$ cat config.mk
export PLATFORM = sky130hd
export DESIGN_NAME = row_page_scheduler
export DESIGN_NICKNAME = d
export VERILOG_FILES = /design/src/rtl/row_page_scheduler.sv
export SDC_FILE = /design/constraint.sdc
export NUM_CORES = 1
export LEC_CHECK = 0
export BUFFER_PORTS_ARGS = -buffer_cell sky130_fd_sc_hd__buf_2
export CORE_ASPECT_RATIO = 1.5
export CORE_MARGIN = 2
export CORE_UTILIZATION = 44
export DETAILED_ROUTE_END_ITERATION = 16
export GPL_ROUTABILITY_DRIVEN = 0
export PLACE_DENSITY = 0.75
export RECOVER_POWER = 50
export SLEW_MARGIN = 5
export SYNTH_ARGS = -nofsm -noshare
export SYNTH_HDL_FRONTEND = slang
export SYNTH_SLANG_ARGS = --single-unit
export TNS_END_PERCENT = 30
$ cat constraint.sdc
create_clock -name clk -period 3.4 [get_ports clk]
set_input_delay 0.17 -clock clk [delete_from_list [all_inputs] [get_ports clk]]
set_output_delay 0.17 -clock clk [all_outputs]
set_load 0.02 [all_outputs]
$ cat src/rtl/row_page_scheduler.sv
// Row-to-source page scheduler for the OLED text rows, with UART page control.
// Define ROW_MAP_WRITE_EN to enable the 'M' command that rewrites the page table.
module row_page_scheduler #(
   parameter logic [31:0] PAGE_TIME = 32'd27000000,
   parameter int          NUM_PAGES = 4
) (
   input  logic       clk,
   input  logic       resetN,
   input  logic [5:0] charAddress,
   input  logic [9:0] pixelAddress,
   input  logic [7:0] srcChar0,
   input  logic [7:0] srcChar1,
   input  logic [7:0] srcChar2,
   input  logic [7:0] srcChar3,
   input  logic [7:0] textPixel,
   input  logic [7:0] graphicPixel,
   input  logic       rxReady,
   input  logic [7:0] rxData,
   output logic [7:0] charOutput,
   output logic [7:0] pixelOut,
   output logic [1:0] currentPage,
   output logic       frozen,
   output logic       cmdError
);

   localparam logic [2:0] ST_IDLE   = 3'd0;
   localparam logic [2:0] ST_GOT_P  = 3'd1;
`ifdef ROW_MAP_WRITE_EN
   localparam logic [2:0] ST_M_PAGE = 3'd2;
   localparam logic [2:0] ST_M_ROW  = 3'd3;
   localparam logic [2:0] ST_M_SRC  = 3'd4;
`endif

   localparam logic [7:0] BLANK = 8'h20;

   // Packed as {page3..page0}, each page {row3..row0}
   localparam logic [3:0][3:0][2:0] MAP_DEFAULT = {
      {3'd0, 3'd1, 3'd2, 3'd3},
      {3'd1, 3'd1, 3'd0, 3'd0},
      {3'd5, 3'd4, 3'd3, 3'd2},
      {3'd4, 3'd2, 3'd1, 3'd0}
   };

   logic [31:0] timer_q, timer_d;
   logic [1:0]  page_q, page_d;
   logic        frozen_q, frozen_d;
   logic        cmd_error_q, cmd_error_d;
   logic [2:0]  state_q, state_d;
   logic [7:0]  char_output_q, char_output_d;
   logic [3:0][3:0][2:0] map;

`ifdef ROW_MAP_WRITE_EN
   logic [3:0][3:0][2:0] map_q, map_d;
   logic [1:0]  wr_page_q, wr_page_d;
   logic [1:0]  wr_row_q, wr_row_d;
   assign map = map_q;
`else
   assign map = MAP_DEFAULT;
`endif

   logic [7:0] rx_digit;
   logic [2:0] char_src;
   logic [2:0] pixel_src;
   logic [1:0] next_page;
   logic       unused_addr_bits;

   assign rx_digit  = rxData - 8'h30;
   assign char_src  = map[page_q][charAddress[5:4]];
   assign pixel_src = map[page_q][pixelAddress[9:8]];
   assign next_page = (page_q == 2'(NUM_PAGES - 1)) ? 2'd0 : page_q + 2'd1;
   assign unused_addr_bits = ^{charAddress[3:0], pixelAddress[7:0]};

   always_comb begin
      char_output_d = BLANK;
      unique case (char_src)
         3'd0:    char_output_d = srcChar0;
         3'd1:    char_output_d = srcChar1;
         3'd2:    char_output_d = srcChar2;
         3'd3:    char_output_d = srcChar3;
         default: char_output_d = BLANK;
      endcase
   end

   always_comb begin
      pixelOut = (pixel_src == 3'd4) ? graphicPixel : textPixel;
   end

   always_comb begin
      timer_d     = timer_q;
      page_d      = page_q;
      frozen_d    = frozen_q;
      state_d     = state_q;
      cmd_error_d = 1'b0;
`ifdef ROW_MAP_WRITE_EN
      map_d       = map_q;
      wr_page_d   = wr_page_q;
      wr_row_d    = wr_row_q;
`endif

      if (!frozen_q) begin
         if (timer_q == PAGE_TIME - 32'd1) begin
            timer_d = 32'd0;
            page_d  = next_page;
         end else begin
            timer_d = timer_q + 32'd1;
         end
      end

      // A page jump is evaluated after the timer so it overrides a wrap
      if (rxReady) begin
         unique case (state_q)
            ST_IDLE: begin
               if (rxData == "P") begin
                  state_d = ST_GOT_P;
               end else if (rxData == "F") begin
                  frozen_d = ~frozen_q;
               end else if (rxData == "M") begin
`ifdef ROW_MAP_WRITE_EN
                  state_d = ST_M_PAGE;
`else
                  cmd_error_d = 1'b1;
`endif
               end
            end
            ST_GOT_P: begin
               state_d = ST_IDLE;
               if (rx_digit < 8'(NUM_PAGES)) begin
                  page_d  = rx_digit[1:0];
                  timer_d = 32'd0;
               end else begin
                  cmd_error_d = 1'b1;
               end
            end
`ifdef ROW_MAP_WRITE_EN
            ST_M_PAGE: begin
               if (rx_digit < 8'd4) begin
                  wr_page_d = rx_digit[1:0];
                  state_d   = ST_M_ROW;
               end else begin
                  cmd_error_d = 1'b1;
                  state_d     = ST_IDLE;
               end
            end
            ST_M_ROW: begin
               if (rx_digit < 8'd4) begin
                  wr_row_d = rx_digit[1:0];
                  state_d  = ST_M_SRC;
               end else begin
                  cmd_error_d = 1'b1;
                  state_d     = ST_IDLE;
               end
            end
            ST_M_SRC: begin
               state_d = ST_IDLE;
               if (rx_digit < 8'd8) begin
                  map_d[wr_page_q][wr_row_q] = rx_digit[2:0];
               end else begin
                  cmd_error_d = 1'b1;
               end
            end
`endif
            default: state_d = ST_IDLE;
         endcase
      end
   end

   always_ff @(posedge clk) begin
      if (!resetN) begin
         timer_q       <= 32'd0;
         page_q        <= 2'd0;
         frozen_q      <= 1'b0;
         cmd_error_q   <= 1'b0;
         state_q       <= ST_IDLE;
         char_output_q <= BLANK;
`ifdef ROW_MAP_WRITE_EN
         map_q         <= MAP_DEFAULT;
         wr_page_q     <= 2'd0;
         wr_row_q      <= 2'd0;
`endif
      end else begin
         timer_q       <= timer_d;
         page_q        <= page_d;
         frozen_q      <= frozen_d;
         cmd_error_q   <= cmd_error_d;
         state_q       <= state_d;
         char_output_q <= char_output_d;
`ifdef ROW_MAP_WRITE_EN
         map_q         <= map_d;
         wr_page_q     <= wr_page_d;
         wr_row_q      <= wr_row_d;
`endif
      end
   end

   assign charOutput  = char_output_q;
   assign currentPage = page_q;
   assign frozen      = frozen_q;
   assign cmdError    = cmd_error_q;

endmodule

# Word-level counts from Yosys, hierarchy flattened
# Index checks and enable logic that the tools add are counted.
[word_totals]
regBits = 47
latch_bits = 0
mem_bits_rw = 0
mem_bits_ro = 0
inputBits = 75
output_inout_bits = 20
word_cells = 57
memories = 0
[classes]
n_addsub = 3
n_mul = 0
n_div = 0
order_cmp = 4
eq_ne = 11
shift = 0
mux = 26
bitwise = 2
n_reduce_logical = 5
[op_table]
columns = ["cell", "n"]
rows = [
  ["32-bit two-way mux", 5],
  ["32-bit by 1-bit adder with 32-bit output, second input constant", 1],
  ["32-bit by 25-bit equality test with 1-bit output, second input constant", 1],
  ["8-bit one-hot mux with 4 select lines", 1],
  ["12-bit binary-select mux with 2-bit select", 1],
  ["8-bit by 7-bit equality test with 1-bit output, second input constant", 3],
  ["3-bit binary-select mux with 2-bit select", 2],
  ["12-bit two-way mux", 1],
  ["2-bit two-way mux", 6],
  ["3-bit two-way mux", 4],
  ["2-bit by 3-bit less-than comparator with 1-bit output, second input constant", 3],
  ["8-bit by 3-bit less-than comparator with 1-bit output, second input constant", 1],
  ["8-bit two-way mux", 1],
  ["8-bit by 6-bit subtractor with 8-bit output, second input constant", 1],
  ["3-bit by 1-bit equality test with 1-bit output, second input constant", 2],
  ["3-bit by 2-bit equality test with 1-bit output, second input constant", 2],
  ["3-bit zero test", 2],
  ["1-bit two-way mux", 4],
  ["2-bit AND reduction", 2],
  ["4-bit AND reduction", 1],
  ["3-bit equality test, second input constant", 1],
  ["2-bit by 1-bit adder with 2-bit output, second input constant", 1],
  ["2-bit equality test, second input constant", 1],
  ["2-bit != test, second input constant", 1],
  ["2 further kinds", 3],
]

# Longest topological paths before layout
[logic_depth]
word_depth = 7
depth_mapped = 8
depth_no_buf = 7

# Least setup slack after synthesis
# Ideal clock, no wire load.
[synth_timing]
path_kind = "flip-flop to flip-flop"
from = "reg page_q[1] (netlist: currentPage[1])"
to = "reg char_output_q[0] (netlist: charOutput[0])"
setup_ps = 137
t_arrival_ps = 2011
required_time_ps = 3263
path_slack_ps = 1252
path_stages_with_launch = 9
n_path_buf = 2
period_less_slack_ps = 2148
path_cell_list = "dfxtp_1 > inv_1 > ha_1 > a21boi_0 > o32a_1 > buf_2 > buf_2 > mux2i_1 > o22ai_1"
[synth_via]
elab_chain_cells = 6
elab_cells_between_ends = 9
cone_classes = "3 x eq/ne; 5 x mux; 1 x reduce/logical"
[synth_rtl]
columns = ["item", "line_no", "rtl"]
rows = [
  ["from (decl)", "45", "logic [1:0] page_q, page_d;"],
  ["from (signal assigned)", "182", "page_q <= page_d;"],
  ["12-bit binary-select mux with 2-bit select *", "68", "assign char_src = map[page_q][charAddress[5:4]];"],
  ["12-bit two-way mux (not written as such) *", "68", ""],
  ["3-bit binary-select mux with 2-bit select *", "68", ""],
  ["3-bit two-way mux (not written as such) *", "68", ""],
  ["3-bit by 2-bit equality test with 1-bit output (tied with other cells)", "75", "unique case (char_src)"],
  ["8-bit one-hot mux with 4 select lines *", "75", ""],
  ["to (signal assigned)", "186", "char_output_q <= char_output_d;"],
  ["to (decl)", "49", "logic [7:0] char_output_q, char_output_d;"],
]
# Every way passes the cells marked *; elsewhere a longest branch is shown, timed or not. The select of a mux whose other input is x is not followed.
# A chain may end at the register's enable or synchronous reset.

# Worst setup path after layout
[layout_timing]
from = "reg page_q[1] (netlist: currentPage[1])"
to = "reg char_output_q[5] (netlist: charOutput[5])"
# Same word-level chain as after synthesis.

==> results.toml <==
[status]
status = "complete, no violations"

[cts]
tritoncts_num_sinks = 45
clockRootBuffer = "clkbuf_8"
htreeDepth = 2
cts_tree = "built"
clk_latency_ns = 0.30
cts-resized-gates = 0
clk_transition_reported_paths_ns = 0.08
hold_buffers = 0
numCtsBuffers = 5
clockBufferDepth = 2
post-cts-setup-buffers = 0

[logic_synthesis]
netlist_instances = 268
yosys_warnings = 0
synth-seq-cells = 45
synth.distinct_cells = 39
synthSimpleGateAreaFrac_pct = 26.87
synthAdderAreaFrac_pct = 2.112
syn-num-nets = 347
ys_seq_area_share_pct = 38.01
async_flop_share_pct = 0
synth_edf_count = 0
avgSynthCellArea_sq_um = 8.842
synth-compound-area-share_pct = 6.811
synthMuxAreaShare_pct = 12.30
synth_top_family_by_area = "simple AND/OR/NAND/NOR gates"
synth-xor-area-share_pct = 11.46
syn_area_sq_um = 2370
synth_top_flop_cell = "dfxtp_1"

[finish]
final-instance-count-excl-fill = 420
n_antenna_cell = 0
finalNetCount = 430
layout_common_cells = "70 x buf_2, 45 x dfxtp_1, 36 x nor2_1, 19 x mux2i_1, 19 x nand3_1"
drive_gt1_share_pct = 25.85
layout_commonest_cell = "buf_2"
syn_to_final_growth_pct = 24.76

[route]
drt-pass1-iter-count = 4
viasPerCell = 5.179
ant_nets = 0
wl_per_cell_microns = 12.22
vias = 2175
wl_microns = 5132
drc = 0
drt_iter0_markers = 95

[timing]
fmax_mhz = 367.9
tns_ns = 0
setup_viol_count_final = 0
fin_crit_ns = 2.718
fin_skew_ns = 0.004651
hold_violations = 0
tightest_slew_ns = 1.049
rsz0062_at_grt = "false"
drv_slew = 0
relSlewSlack_pct = 30.09
fin_crit_sh_pct = 79.95
fin_ws_ns = 0.6816

[setup_path]
crit_chain = "inv_1 -> ha_1 -> a21boi_0 -> o32a_1 -> clkbuf_1 -> mux2_2 -> o211ai_1"
start_kind = "flip-flop"
slowest_stage = "clkbuf_1"
path_class = "flip-flop to flip-flop"
cp.required_ns = 3.63
r2r_setup_slack_ns = 0.68
critPathCaptureType = "flip-flop"
cp_num_buf_inv = 2
slowest_delay_ns = 0.78
crit_family = "buffers and inverters"
cp_max_fo = 16
worstPathArrival_ns = 2.94

[run]
drv_cap = 0

[grt]
gr-usage-all-layers_pct = 18.24
gr-total-overflow = 0
grt_max_degree = 33
grt_pass1_wl_microns = 8845
antenna_found_initial = 0
grt_pass1_vias = 2143

[placed_design]
io_buffer_count = 82
post-place-cells = 412
hpwlAfterDp_microns = 4025
pre_cts_ws_ns = 1.152

[floorplanning]
start_util_pct = 45.88
rows = 32
ioPinCount = 95
die_y_microns = 93.88
dieArea_sq_um = 6001
die-width_microns = 63.92
core_area_sq_um = 5165

[power_and_ir_drop]
ir_drop_v = 0.0002237
p_leak_nw = 1.255
p_per_area_nw_per_um2 = 387.4

[hold_path]
hold_path_class = "primary input to flip-flop"
## metrics by stage
step	power, mW	util, %	area, sq um	hold slack (ns)
after CTS	1.155	57.61	2975	0.09616
after global placement	0.6821	55.01	2841	0.4179
after global routing	1.189	57.24	2957	0.1007
after detailed placement	0.6860	55.01	2841	0.4189
after floorplan	0.6255	-	2370	0.2810
final	1.145	57.24	2957	0.1127
## routing by layer
metal,vias to the layer above,part of all wire [%],global-route usage [%]
li1,1123,-,-
met1,978,40,19.19
met2,66,53,34.55
met3,8,5.2,4.077
met4,0,1.8,6.703
met5,-,0,0
## final timing paths
path                   from             to  cells after the start
max          currentPage[1]  charOutput[5]                      7
min               rxData[5]       cmdError                      2
max reg2reg  currentPage[1]  charOutput[5]                      7
min reg2reg     timer_q[31]    timer_q[31]                      2
## flip-flops by register name, indices dropped and copies added, names as in the netlist
signal	cells
timer_q	32
charOutput	8
currentPage	2
cmdError	1
frozen	1
state_q	1
## synthesized netlist by cell type, drive strengths merged (2+ instances only)
cell type,n,area [sq um]
dfxtp,45,900.9
nor2,36,135.1
mux2i,19,190.2
nand3,19,95.09
nand2,17,63.81
xnor2,16,140.1
xor2,15,131.4
mux2,9,101.4
buf,7,35.03
nor4,7,43.79
o22ai,7,43.79
and3,6,37.54
o21ai,6,30.02
a21oi,5,25.02
and4,5,47.55
inv,5,18.77
nand4,5,31.28
nor4b,5,43.79
and2,4,25.02
ha,4,50.05
nor2b,4,25.02
nor3,4,20.02
or3,4,25.02
a31oi,2,12.51
or4,2,18.77
## cell type report
cell class              instances  area [sq um]
clock inverters                 3         65.06
inverters                       5         18.77
repair buffers                 84         406.6
multi-input cells             210          1411
well taps                      68         85.08
clock buffers                   5         68.82
flip-flops and latches         45         900.9
fillers                       480          2208
## cells by family after synthesis
logic type / count (synthesis)
adders and majority gates: 4
muxes: 28
and+or+nand+nor: 121
buffers and inverters: 13
AOI/OAI and AO/OA: 26
xor gates and xnor gates: 31
DFF: 45
## worst register-to-register path, delay by kind of cell (launching register included)
kind,cells,cell delay [ns]
buffers and inverters,2,0.92
DFF,1,0.46
AOI/OAI and AO/OA,3,0.50
adders and majority gates,1,0.35
muxes,1,0.42
## power breakdown
part / internal [mW] / total [mW] / switching (mW)
combinational: 0.0628 / 0.130 / 0.0674
clock: 0.292 / 0.474 / 0.183
sequential: 0.536 / 0.541 / 0.00469
total: 0.891 / 1.15 / 0.255
Note: power is estimated with default switching activity, not from simulation.
